[config.mk]
export PLATFORM = sky130hd
export DESIGN_NAME = wqe_dispatcher_flat
export DESIGN_NICKNAME = d
export VERILOG_FILES = /design/src/rtl/wqe_pkg.sv /design/src/rtl/wqe_dispatcher_if.sv /design/src/rtl/wqe_unpack.sv /design/src/rtl/wqe_dispatcher.sv /design/src/flat_wrapper.sv
export SDC_FILE = /design/constraint.sdc
export NUM_CORES = 1
export LEC_CHECK = 0
export CAP_MARGIN = 10
export CORE_UTILIZATION = 52
export CTS_CLUSTER_SIZE = 8
export DETAILED_ROUTE_END_ITERATION = 16
export GPL_ROUTABILITY_DRIVEN = 0
export GPL_TIMING_DRIVEN = 1
export HOLD_SLACK_MARGIN = 0.15
export PLACE_DENSITY = 0.84
export SETUP_SLACK_MARGIN = 0.02
export SYNTH_ARGS = -nofsm -noshare
export SYNTH_HDL_FRONTEND = slang
export SYNTH_SLANG_ARGS = --single-unit
export TNS_END_PERCENT = 10
[constraint.sdc]
create_clock -name clock -period 11.4 [get_ports clock]
set_input_delay 1.71 -clock clock [delete_from_list [all_inputs] [get_ports clock]]
set_output_delay 1.71 -clock clock [all_outputs]
set_load 0.03 [all_outputs]
[src/rtl/wqe_pkg.sv]
// Shared WQE layout, FSM encoding and descriptor-word helpers for the WQE dispatchers.
// Field positions live here so the SQ/RQ sides and verification models agree on one map.
package wqe_pkg;

    localparam int WQE_W   = 116;
    localparam int LEN_W   = 9;
    localparam int OPC_HI  = 115;
    localparam int OPC_LO  = 111;
    localparam int DNUM_HI = 110;
    localparam int DNUM_LO = 108;
    localparam int TID_HI  = 107;
    localparam int TID_LO  = 100;
    localparam int LEN0_LO = 91;
    localparam int LEN1_LO = 82;
    localparam int LEN2_LO = 73;
    localparam int LEN3_LO = 64;
    localparam int BASE_HI = 63;
    localparam int BASE_LO = 0;

    typedef enum logic [2:0] {
        S_IDLE,
        S_LOAD,
        S_CHECK,
        S_WRITE,
        S_NEXT,
        S_DONE
    } state_t;

    typedef struct packed {
        logic [4:0]       opcode;
        logic [2:0]       dataNum;
        logic [7:0]       tid;
        logic [LEN_W-1:0] len0;
        logic [LEN_W-1:0] len1;
        logic [LEN_W-1:0] len2;
        logic [LEN_W-1:0] len3;
        logic [63:0]      base;
    } wqe_t;

    localparam logic [1:0]  WORD_ADDR_LO = 2'd0;
    localparam logic [1:0]  WORD_ADDR_HI = 2'd1;
    localparam logic [1:0]  WORD_CTRL    = 2'd2;
    localparam logic [1:0]  WORD_GO      = 2'd3;
    localparam logic [31:0] DESC_GO      = 32'h0000_0001;

    // The go word is last so the descriptor controller only fires on a complete descriptor.
    function automatic logic [31:0] descWord(
        input logic [1:0]       wordIdx,
        input logic [63:0]      segAddr,
        input logic [4:0]       opcode,
        input logic [1:0]       segIdx,
        input logic [7:0]       tid,
        input logic [LEN_W-1:0] len
    );
        case (wordIdx)
            WORD_ADDR_LO: descWord = segAddr[31:0];
            WORD_ADDR_HI: descWord = segAddr[63:32];
            WORD_CTRL:    descWord = {opcode, segIdx, tid, 8'd0, len};
            default:      descWord = DESC_GO;
        endcase
    endfunction

endpackage

[src/rtl/wqe_dispatcher_if.sv]
// Avalon-MM write-only bus into the DMA descriptor controller slave.
interface wqe_dispatcher_if;

    logic        DescChipSelect;
    logic        DescWrite;
    logic [7:0]  DescAddress;
    logic [31:0] DescWriteData;
    logic [3:0]  DescByteEnable;
    logic        DescWaitRequest;

    modport master (
        output DescChipSelect,
        output DescWrite,
        output DescAddress,
        output DescWriteData,
        output DescByteEnable,
        input  DescWaitRequest
    );

    modport slave (
        input  DescChipSelect,
        input  DescWrite,
        input  DescAddress,
        input  DescWriteData,
        input  DescByteEnable,
        output DescWaitRequest
    );

endinterface

[src/rtl/wqe_unpack.sv]
// Combinational slicing of a raw 116-bit WQE into its named fields.
module wqe_unpack
    import wqe_pkg::*;
(
    input  logic [WQE_W-1:0] i_wqe,
    output wqe_t             o_fields
);

    assign o_fields.opcode  = i_wqe[OPC_HI:OPC_LO];
    assign o_fields.dataNum = i_wqe[DNUM_HI:DNUM_LO];
    assign o_fields.tid     = i_wqe[TID_HI:TID_LO];
    assign o_fields.len0    = i_wqe[LEN0_LO +: LEN_W];
    assign o_fields.len1    = i_wqe[LEN1_LO +: LEN_W];
    assign o_fields.len2    = i_wqe[LEN2_LO +: LEN_W];
    assign o_fields.len3    = i_wqe[LEN3_LO +: LEN_W];
    assign o_fields.base    = i_wqe[BASE_HI:BASE_LO];

endmodule

[src/rtl/wqe_dispatcher.sv]
// Pops WQEs from a show-ahead work FIFO and expands each data segment into a
// 4-word descriptor burst on the Avalon-MM descriptor bus.
module wqe_dispatcher
    import wqe_pkg::*;
#(
    parameter logic [7:0] DESC_BASE = 8'h00,
    parameter int         LEN_SHIFT = 2,
    parameter int         MAX_SEG   = 4
) (
    input  logic             clock,
    input  logic             reset,
    input  logic             WqEmpty,
    input  logic [WQE_W-1:0] WqData,
    output logic             WqPop,
    input  logic             Enable,
    wqe_dispatcher_if.master desc,
    output logic             Busy,
    output logic             DoneValid,
    output logic [7:0]       DoneTid,
    output logic             DoneErr
);

    localparam logic [2:0] MAX_SEG_L = 3'(MAX_SEG);

    wqe_t             w_fields;
    wqe_t             r_wqe;
    state_t           r_state;
    logic [63:0]      r_segAddr;
    logic [2:0]       r_segIdx;
    logic [1:0]       r_wordIdx;
    logic             r_err;
    logic             r_cs;
    logic [7:0]       r_addr;
    logic [31:0]      r_data;
    logic             r_doneValid;
    logic [7:0]       r_doneTid;
    logic             r_doneErr;
    logic [LEN_W-1:0] w_segLen;
    logic [1:0]       w_nextWord;
    logic             w_pop;

    wqe_unpack u_unpack (
        .i_wqe    (WqData),
        .o_fields (w_fields)
    );

    always_comb begin
        w_segLen = r_wqe.len0;
        case (r_segIdx[1:0])
            2'd0:    w_segLen = r_wqe.len0;
            2'd1:    w_segLen = r_wqe.len1;
            2'd2:    w_segLen = r_wqe.len2;
            default: w_segLen = r_wqe.len3;
        endcase
    end

    // Reset gates the pop so a queued entry is never consumed while the FSM is held in reset.
    assign w_pop      = reset & (r_state == S_IDLE) & ~WqEmpty & Enable;
    assign w_nextWord = r_wordIdx + 2'd1;

    always_ff @(posedge clock or negedge reset) begin
        if (!reset) begin
            r_state     <= S_IDLE;
            r_wqe       <= '0;
            r_segAddr   <= '0;
            r_segIdx    <= '0;
            r_wordIdx   <= '0;
            r_err       <= 1'b0;
            r_cs        <= 1'b0;
            r_addr      <= '0;
            r_data      <= '0;
            r_doneValid <= 1'b0;
            r_doneTid   <= '0;
            r_doneErr   <= 1'b0;
        end else begin
            case (r_state)
                S_IDLE: begin
                    if (w_pop) begin
                        r_wqe   <= w_fields;
                        r_err   <= 1'b0;
                        r_state <= S_LOAD;
                    end
                end
                S_LOAD: begin
                    r_segIdx  <= '0;
                    r_segAddr <= r_wqe.base;
                    r_state   <= S_CHECK;
                end
                S_CHECK: begin
                    if (r_wqe.dataNum == 3'd0 || r_wqe.dataNum > MAX_SEG_L) begin
                        r_err       <= 1'b1;
                        r_doneValid <= 1'b1;
                        r_doneTid   <= r_wqe.tid;
                        r_doneErr   <= 1'b1;
                        r_state     <= S_DONE;
                    end else if (w_segLen == '0) begin
                        r_state <= S_NEXT;
                    end else begin
                        r_wordIdx <= WORD_ADDR_LO;
                        r_cs      <= 1'b1;
                        r_addr    <= DESC_BASE;
                        r_data    <= descWord(WORD_ADDR_LO, r_segAddr, r_wqe.opcode,
                                              r_segIdx[1:0], r_wqe.tid, w_segLen);
                        r_state   <= S_WRITE;
                    end
                end
                // Next word is preloaded on acceptance so the burst has no bubbles.
                S_WRITE: begin
                    if (!desc.DescWaitRequest) begin
                        if (r_wordIdx == WORD_GO) begin
                            r_cs    <= 1'b0;
                            r_state <= S_NEXT;
                        end else begin
                            r_wordIdx <= w_nextWord;
                            r_addr    <= DESC_BASE + {4'd0, w_nextWord, 2'b00};
                            r_data    <= descWord(w_nextWord, r_segAddr, r_wqe.opcode,
                                                  r_segIdx[1:0], r_wqe.tid, w_segLen);
                        end
                    end
                end
                S_NEXT: begin
                    r_segAddr <= r_segAddr + ({{(64-LEN_W){1'b0}}, w_segLen} << LEN_SHIFT);
                    r_segIdx  <= r_segIdx + 3'd1;
                    if (r_segIdx + 3'd1 == r_wqe.dataNum) begin
                        r_doneValid <= 1'b1;
                        r_doneTid   <= r_wqe.tid;
                        r_doneErr   <= r_err;
                        r_state     <= S_DONE;
                    end else begin
                        r_state <= S_CHECK;
                    end
                end
                S_DONE: begin
                    r_doneValid <= 1'b0;
                    r_state     <= S_IDLE;
                end
                default: r_state <= S_IDLE;
            endcase
        end
    end

    assign WqPop               = w_pop;
    assign Busy                = (r_state != S_IDLE);
    assign DoneValid           = r_doneValid;
    assign DoneTid             = r_doneTid;
    assign DoneErr             = r_doneErr;
    assign desc.DescChipSelect = r_cs;
    assign desc.DescWrite      = r_cs;
    assign desc.DescAddress    = r_addr;
    assign desc.DescWriteData  = r_data;
    assign desc.DescByteEnable = 4'hf;

endmodule

[src/flat_wrapper.sv]
// flat-port wrapper written by rule: the top's interface ports become plain ports
module wqe_dispatcher_flat import wqe_pkg::*;
#(
    parameter logic [7:0] DESC_BASE = 8'h00,
    parameter int         LEN_SHIFT = 2,
    parameter int         MAX_SEG   = 4
)
  (clock, reset, WqEmpty, WqData, WqPop, Enable, Busy, DoneValid, DoneTid, DoneErr, desc_DescChipSelect, desc_DescWrite, desc_DescAddress, desc_DescWriteData, desc_DescByteEnable, desc_DescWaitRequest);
  wqe_dispatcher_if desc_i ();
  input  logic clock;
  input  logic reset;
  input  logic WqEmpty;
  input  logic [WQE_W-1:0] WqData;
  output logic WqPop;
  input  logic Enable;
  output logic Busy;
  output logic DoneValid;
  output logic [7:0] DoneTid;
  output logic DoneErr;
  output wire logic [$bits(desc_i.DescChipSelect)-1:0] desc_DescChipSelect;
  output wire logic [$bits(desc_i.DescWrite)-1:0] desc_DescWrite;
  output wire logic [$bits(desc_i.DescAddress)-1:0] desc_DescAddress;
  output wire logic [$bits(desc_i.DescWriteData)-1:0] desc_DescWriteData;
  output wire logic [$bits(desc_i.DescByteEnable)-1:0] desc_DescByteEnable;
  input wire logic [$bits(desc_i.DescWaitRequest)-1:0] desc_DescWaitRequest;
  assign desc_DescChipSelect = desc_i.DescChipSelect;
  assign desc_DescWrite = desc_i.DescWrite;
  assign desc_DescAddress = desc_i.DescAddress;
  assign desc_DescWriteData = desc_i.DescWriteData;
  assign desc_DescByteEnable = desc_i.DescByteEnable;
  assign desc_i.DescWaitRequest = desc_DescWaitRequest;
  wqe_dispatcher #(.DESC_BASE(DESC_BASE), .LEN_SHIFT(LEN_SHIFT), .MAX_SEG(MAX_SEG)) u_core (.clock(clock), .reset(reset), .WqEmpty(WqEmpty), .WqData(WqData), .WqPop(WqPop), .Enable(Enable), .desc(desc_i), .Busy(Busy), .DoneValid(DoneValid), .DoneTid(DoneTid), .DoneErr(DoneErr));
endmodule
==> flow_summary.ini, run 1 <==
[sta]
period_share_pct = 44.01
setup_viol = 0
slew_violations = 0
hold_ws_ns = 0.4778
rsz0062_at_grt = false
hold_viol = 0
max_freq_mhz = 199.3
worstMarginPinSlew_ns = 1.027
skew_ns = 0.009878
max_slew_margin_pct = 31.43
min_period_ns = 5.017
fin_setup_tns_ns = 0

[power]
total_power_mw = 4.269
cellLeakagePower_nw = 5.884
peakVddDrop_uv = 186.4
power-per-cell-area_mw_per_mm2 = 301.9

[global_route]
grt.met3_usage_pct = 6.273
grt_busiest_layer = met2
grt_pass1_vias = 9241
use_met2_pct = 43.71
antenna_found_initial = 0
overflow = 0
track_usage_pct = 28.19
grt_pass1_wl_um = 49170
use_met1_pct = 38.69
grt_max_degree = 152

[detailed_routing]
final_antenna_net_count = 0
firstDrtPassIters = 6
via_per_inst = 6.249
wl_um = 30550
drtIter0Drc = 937
wl_per_cell_um = 20.42
vias = 9348
drc = 0

[logic_synthesis]
syn_inst = 1076
ys_types = 70
yosys_warnings = 0
yosysSeqAreaShare_pct = 50.62
syn_avg_cell_area_um2 = 10.66
synth-seq-cells = 232
synth_top_cell_area_share_pct = 50.62
synth_area_mm2 = 0.01147
synth.area.top_cells = dfrtp_1 51%, mux2_2 13%, nand2_1 3.6%, o21ai_0 2.3%, a22oi_1 2.3%
yosys.area.top_type = dfrtp_1
synth-main-ff-cell = dfrtp_1
synth_edf_count = 0
async_flop_share_pct = 100.0

[clocking]
clkSinkCount = 232
ctsHoldBuffers = 0
cts_buffer_depth = 3
ctsResizeCount = 0
cts_htree_levels = 2
ctsRootBufferMaster = clkbuf_16
cts_setup_buffers = 0
clk_pin_slew_ns = 0.05
cts_buffers = 34
cts_tree = yes
clk_latency_ns = 0.50

[worst_setup_path]
cp.required_ns = 9.69
arrival_ns = 3.31
cp_max_fo = 83
worstSetupPathType = in -> out
end_kind = output pin
startpoint_type = input pin

[floorplan]
core_area_mm2 = 0.02135
start_util_pct = 53.71
rows = 53
dieArea_mm2 = 0.02265
die_y_um = 150.5
fp.dieW_um = 150.5
num_io_pins = 179

[finish]
syn_to_final_growth_pct = 23.29
finalNetCount = 1361
drive_gt1_share_pct = 16.71
final_area_mm2 = 0.01414
antennaDiodeCount = 0
post-route-util_pct = 66.22

[place]
io_buffers = 168
placed_area_mm2 = 0.01326
dp.final_hpwl_um = 20480

[hold_path]
min_path_type = reg -> reg

[run_status]
status = completed

[job]
cap_viol_max_count = 0
worst paths after layout:
path / start / endpoint / slack, ns / cells past startpoint
max in group asynchronous: reset / u_core.desc.DescWriteData[23] / 8.97 / 2
worst max register to register: u_core.r_segIdx[0] / u_core.r_segAddr[22] / 7.02 / 13
min in group asynchronous: reset / u_core.r_segAddr[39] / 1.21 / 1
worst min register to register: u_core.r_wqe[0] / u_core.r_segAddr[0] / 0.48 / 2
worst min-delay path: u_core.r_wqe[0] / u_core.r_segAddr[0] / 0.48 / 2
worst max-delay path: reset / WqPop / 6.38 / 4
per-stage QoR:
stage | setup WS, ns | cells
3_5_place_dp | 6.343 | 1460
6_report | 6.383 | 1496
2_1_floorplan | 7.153 | 1084
3_3_place_gp | 6.393 | 1460
5_1_grt | 6.235 | 1496
4_1_cts | 6.327 | 1496
registers in the layout (all words and copies together) (netlist names):
| name | cells |
|---|---|
| u_core.DoneTid | 8 |
| u_core.DoneValid | 1 |
| u_core.desc.DescWriteData | 32 |
| u_core.DoneErr | 1 |
| u_core.r_wqe | 116 |
| u_core.r_state | 3 |
| u_core.r_err | 1 |
| u_core.r_segIdx | 3 |
| u_core.desc.DescAddress | 2 |
| u_core.r_segAddr | 64 |
| u_core.desc.DescChipSelect | 1 |
cells in the final DEF (no fill, tap or decap), types with 5 or more instances in the layout:
cell type        count
clkdlybuf4s50_1    167
nand3_1             31
nor3b_1              5
xor2_1               5
dfrtp_1            232
clkbuf_16           35
xnor2_1              7
mux2_2             136
nor4_1              12
and2_1               6
buf_4                9
ha_1                18
nor3_1              22
nor2_1              59
a311oi_1            10
a31oi_1              5
a22oi_1             35
a211oi_1             7
conb_1              10
inv_1               22
or4_1                5
a21o_1              11
and3_1              13
nand2b_1            11
o22ai_1             24
nand4_1             11
nand2_1            110
o211ai_1            10
a21oi_1             52
o21ai_0             52
o311ai_0             6
logic make-up (layout without fill, tap and decap cells):
family,after synthesis,after routing,synth area share (%)
XOR/XNOR,12,12,0.9164
other,2,10,0.06548
multiplexers,140,140,13.70
AO/OA/AOI/OAI,256,256,14.96
adder cells (fa/ha/maj),19,19,2.138
buffers and inverters,99,236,4.091
AND/OR/NAND/NOR,316,316,13.51
flip-flops,232,232,50.62
power breakdown:
part	switching, mW	leakage [nW]	internal, mW
clock network	0.340	0.436	0.536
registers	0.360	2.83	1.22
logic	1.02	2.61	0.794
total	1.72	5.88	2.55
critical path: stages:
cell	delay, ns
buf_8	0.46
nand3b_1	0.27
nor2_4	0.16
clkdlybuf4s50_1	0.69
area by class of cell:
type / instances / area [µm²]
multi-input combinational: 753 / 5249
fill: 1633 / 7213
clock buffer: 35 / 875.8
sequential: 232 / 5806
tap: 275 / 344.1
inverter: 22 / 82.58
timing repair buffer: 178 / 1774
clock inverter: 1 / 8.758
synthesized netlist by cell type (5+ instances only):
cell / count
a211oi_1: 7
o211ai_1: 10
o21ai_0: 53
mux2_2: 136
and2_1: 6
o22ai_1: 24
nand2_1: 110
nand3_1: 32
nand2b_1: 11
or4_1: 5
buf_1: 8
o311ai_0: 6
buf_2: 23
xnor2_1: 7
nand4_1: 11
nor4_1: 12
xor2_1: 5
clkbuf_1: 28
inv_1: 22
nor2_1: 61
ha_1: 18
dfrtp_1: 232
a22oi_1: 35
a311oi_1: 10
and3_1: 14
nor3b_1: 5
nor3_1: 23
a21oi_1: 52
a21o_1: 11
buf_4: 16
a31oi_1: 5
layer usage:
layer	vias to the layer above	part of all wire, %
met5	-	0
met4	0	2.9
met1	4575	41
met3	80	9.7
li1	4218	-
met2	475	46
Note: power is estimated with default switching activity, not from simulation.
==> run 2: changes to the inputs <==
--- a/config.mk
+++ b/config.mk
@@ -6,13 +6,13 @@
 export NUM_CORES = 1
 export LEC_CHECK = 0
 export CAP_MARGIN = 10
-export CORE_UTILIZATION = 52
+export CORE_UTILIZATION = 49
 export CTS_CLUSTER_SIZE = 8
 export DETAILED_ROUTE_END_ITERATION = 16
 export GPL_ROUTABILITY_DRIVEN = 0
 export GPL_TIMING_DRIVEN = 1
 export HOLD_SLACK_MARGIN = 0.15
-export PLACE_DENSITY = 0.84
+export PLACE_DENSITY = 0.83
 export SETUP_SLACK_MARGIN = 0.02
 export SYNTH_ARGS = -nofsm -noshare
 export SYNTH_HDL_FRONTEND = slang
==> constraint.sdc (replaced) <==
create_clock -name clock -period 4.4 [get_ports clock]
set_input_delay 0.66 -clock clock [delete_from_list [all_inputs] [get_ports clock]]
set_output_delay 0.66 -clock clock [all_outputs]
set_load 0.03 [all_outputs]
==> flow_summary.ini, run 2 (same netlist as run 1, synthesis figures left out) <==
[run_status]
status = completed

[finish]
final_area_mm2 = 0.01428
finalNetCount = 1365
largest_register_ffs = 116
post-route-util_pct = 62.68
drive_gt1_share_pct = 17.13
layout_commonest_cell = dfrtp_1
regMostFlops = u_core.r_wqe
antennaDiodeCount = 0
final_cell_mix = 232 x dfrtp_1, 167 x clkdlybuf4s50_1, 136 x mux2_2
stdcell_count = 1539
syn_to_final_growth_pct = 24.48

[worst_setup_path]
reg2reg_depth = 14
reg2reg_to = u_core.r_segAddr[45]
startpoint_type = register
cp_max_fo = 11
rr_startpoint = u_core.r_segIdx[0]
worstSetupPathType = reg -> reg
end_kind = register
cp.required_ns = 4.78
arrival_ns = 4.53
r2r_setup_slack_ns = 0.25

[power]
cellLeakagePower_nw = 5.916
peakVddDrop_uv = 397.3
power-per-cell-area_mw_per_mm2 = 782.1

[sta]
skew_ns = 0.02271
period_share_pct = 94.26
max_freq_mhz = 241.1
setup_viol = 0
min_period_ns = 4.148
slew_violations = 0
hold_viol = 0
fin_setup_tns_ns = 0
rsz0062_at_grt = false
max_slew_margin_pct = 17.71
worstMarginPinSlew_ns = 1.228

[place]
dp.final_hpwl_um = 21560
placed_area_mm2 = 0.01335
dp_cells = 1501
io_buffers = 168

[floorplan]
die_y_um = 155.0
rows = 55
fp.dieW_um = 155.0
start_util_pct = 50.35
core_area_mm2 = 0.02278
num_io_pins = 179
dieArea_mm2 = 0.02402

[hold_path]
min_from = u_core.r_segAddr[0]
min_path_type = reg -> reg
hold_path_end = u_core.r_segAddr[0]
hold_depth = 2

[clocking]
cts_buffer_depth = 3
cts_buffers = 34
cts_tree = yes
clkSinkCount = 232
cts_setup_buffers = 0
cts_htree_levels = 2
clk_pin_slew_ns = 0.05
clk_latency_ns = 0.53
ctsRootBufferMaster = clkbuf_16

[global_route]
antenna_found_initial = 0
track_usage_pct = 26.92
grt_pass1_vias = 9307
grt_max_degree = 120
grt_pass1_wl_um = 50720
overflow = 0

[job]
cap_viol_max_count = 0

[detailed_routing]
drc = 0
via_per_inst = 6.056
drtIter0Drc = 817
final_antenna_net_count = 0
firstDrtPassIters = 5
wl_per_cell_um = 20.47
wl_um = 31510
vias = 9320
run 2: through the flow:
step / hold slack (ns) / worst slack (ns) / power (mW)
5_1_grt: 0.4937 / 0.02060 / 11.82
3_3_place_gp: 0.4514 / 0.5109 / 8.573
3_5_place_dp: 0.4611 / 0.2722 / 8.762
4_1_cts: 0.4718 / 0.2577 / 11.14
6_report: 0.4709 / 0.2524 / 11.17
2_1_floorplan: 0.3644 / 0.8151 / 7.143
run 2: area by class of cell:
cell class                 instances  area (µm²)
clock buffer                      34       850.8
fill                            1810        8502
timing repair buffer             182        1832
sequential                       232        5806
multi-input combinational        753        5251
tap                              313       391.6
clock inverter                     3       58.81
inverter                          22       86.33
run 2: what timing repair did:
action	CTS	global route
resized for setup	0	3
hold buffers	1	0
endpoints found under the setup margin	0	2
hold endpoints to repair	61	0
run 2: per-layer routing:
layer | track usage [%] | vias to the layer above | share of wire [%]
met5 | 0 | - | 0
met4 | 9.147 | 0 | 3.0
met3 | 6.741 | 81 | 9.7
met2 | 41.27 | 507 | 45
met1 | 37.31 | 4526 | 42
li1 | - | 4206 | -
run 2: worst max-delay path, cell delays in order, from the launching register on:
cell	delay [ns]
dfrtp_1	0.47
inv_1	0.10
ha_1	0.32
a222oi_1	0.36
inv_1	0.10
o21ai_0	0.36
inv_1	0.09
ha_1	0.35
a21o_1	0.20
a21oi_1	0.20
a21oi_1	0.16
o2111ai_1	0.80
o21ai_0	0.20
a21oi_1	0.22
a211oi_1	0.06
run 2: worst max path at each step:
stage	start	to	slack (ns)	depth (start not counted)
6_report	u_core.r_segIdx[0]	u_core.r_segAddr[45]	0.25	14
3_3_place_gp	u_core.r_segIdx[0]	u_core.r_segAddr[48]	0.51	13
4_1_cts	u_core.r_segIdx[0]	u_core.r_segAddr[48]	0.26	13
5_1_grt	u_core.r_segIdx[0]	u_core.r_segAddr[61]	0.02	14
3_5_place_dp	u_core.r_segIdx[0]	u_core.r_segAddr[48]	0.27	13
2_1_floorplan	u_core.r_segIdx[0]	u_core.r_segAddr[60]	0.82	15
run 2: power by group:
group	internal [mW]	switching [mW]
Combinational	2.08	2.64
Sequential	3.17	0.974
Clock	1.38	0.928
Total	6.63	4.54
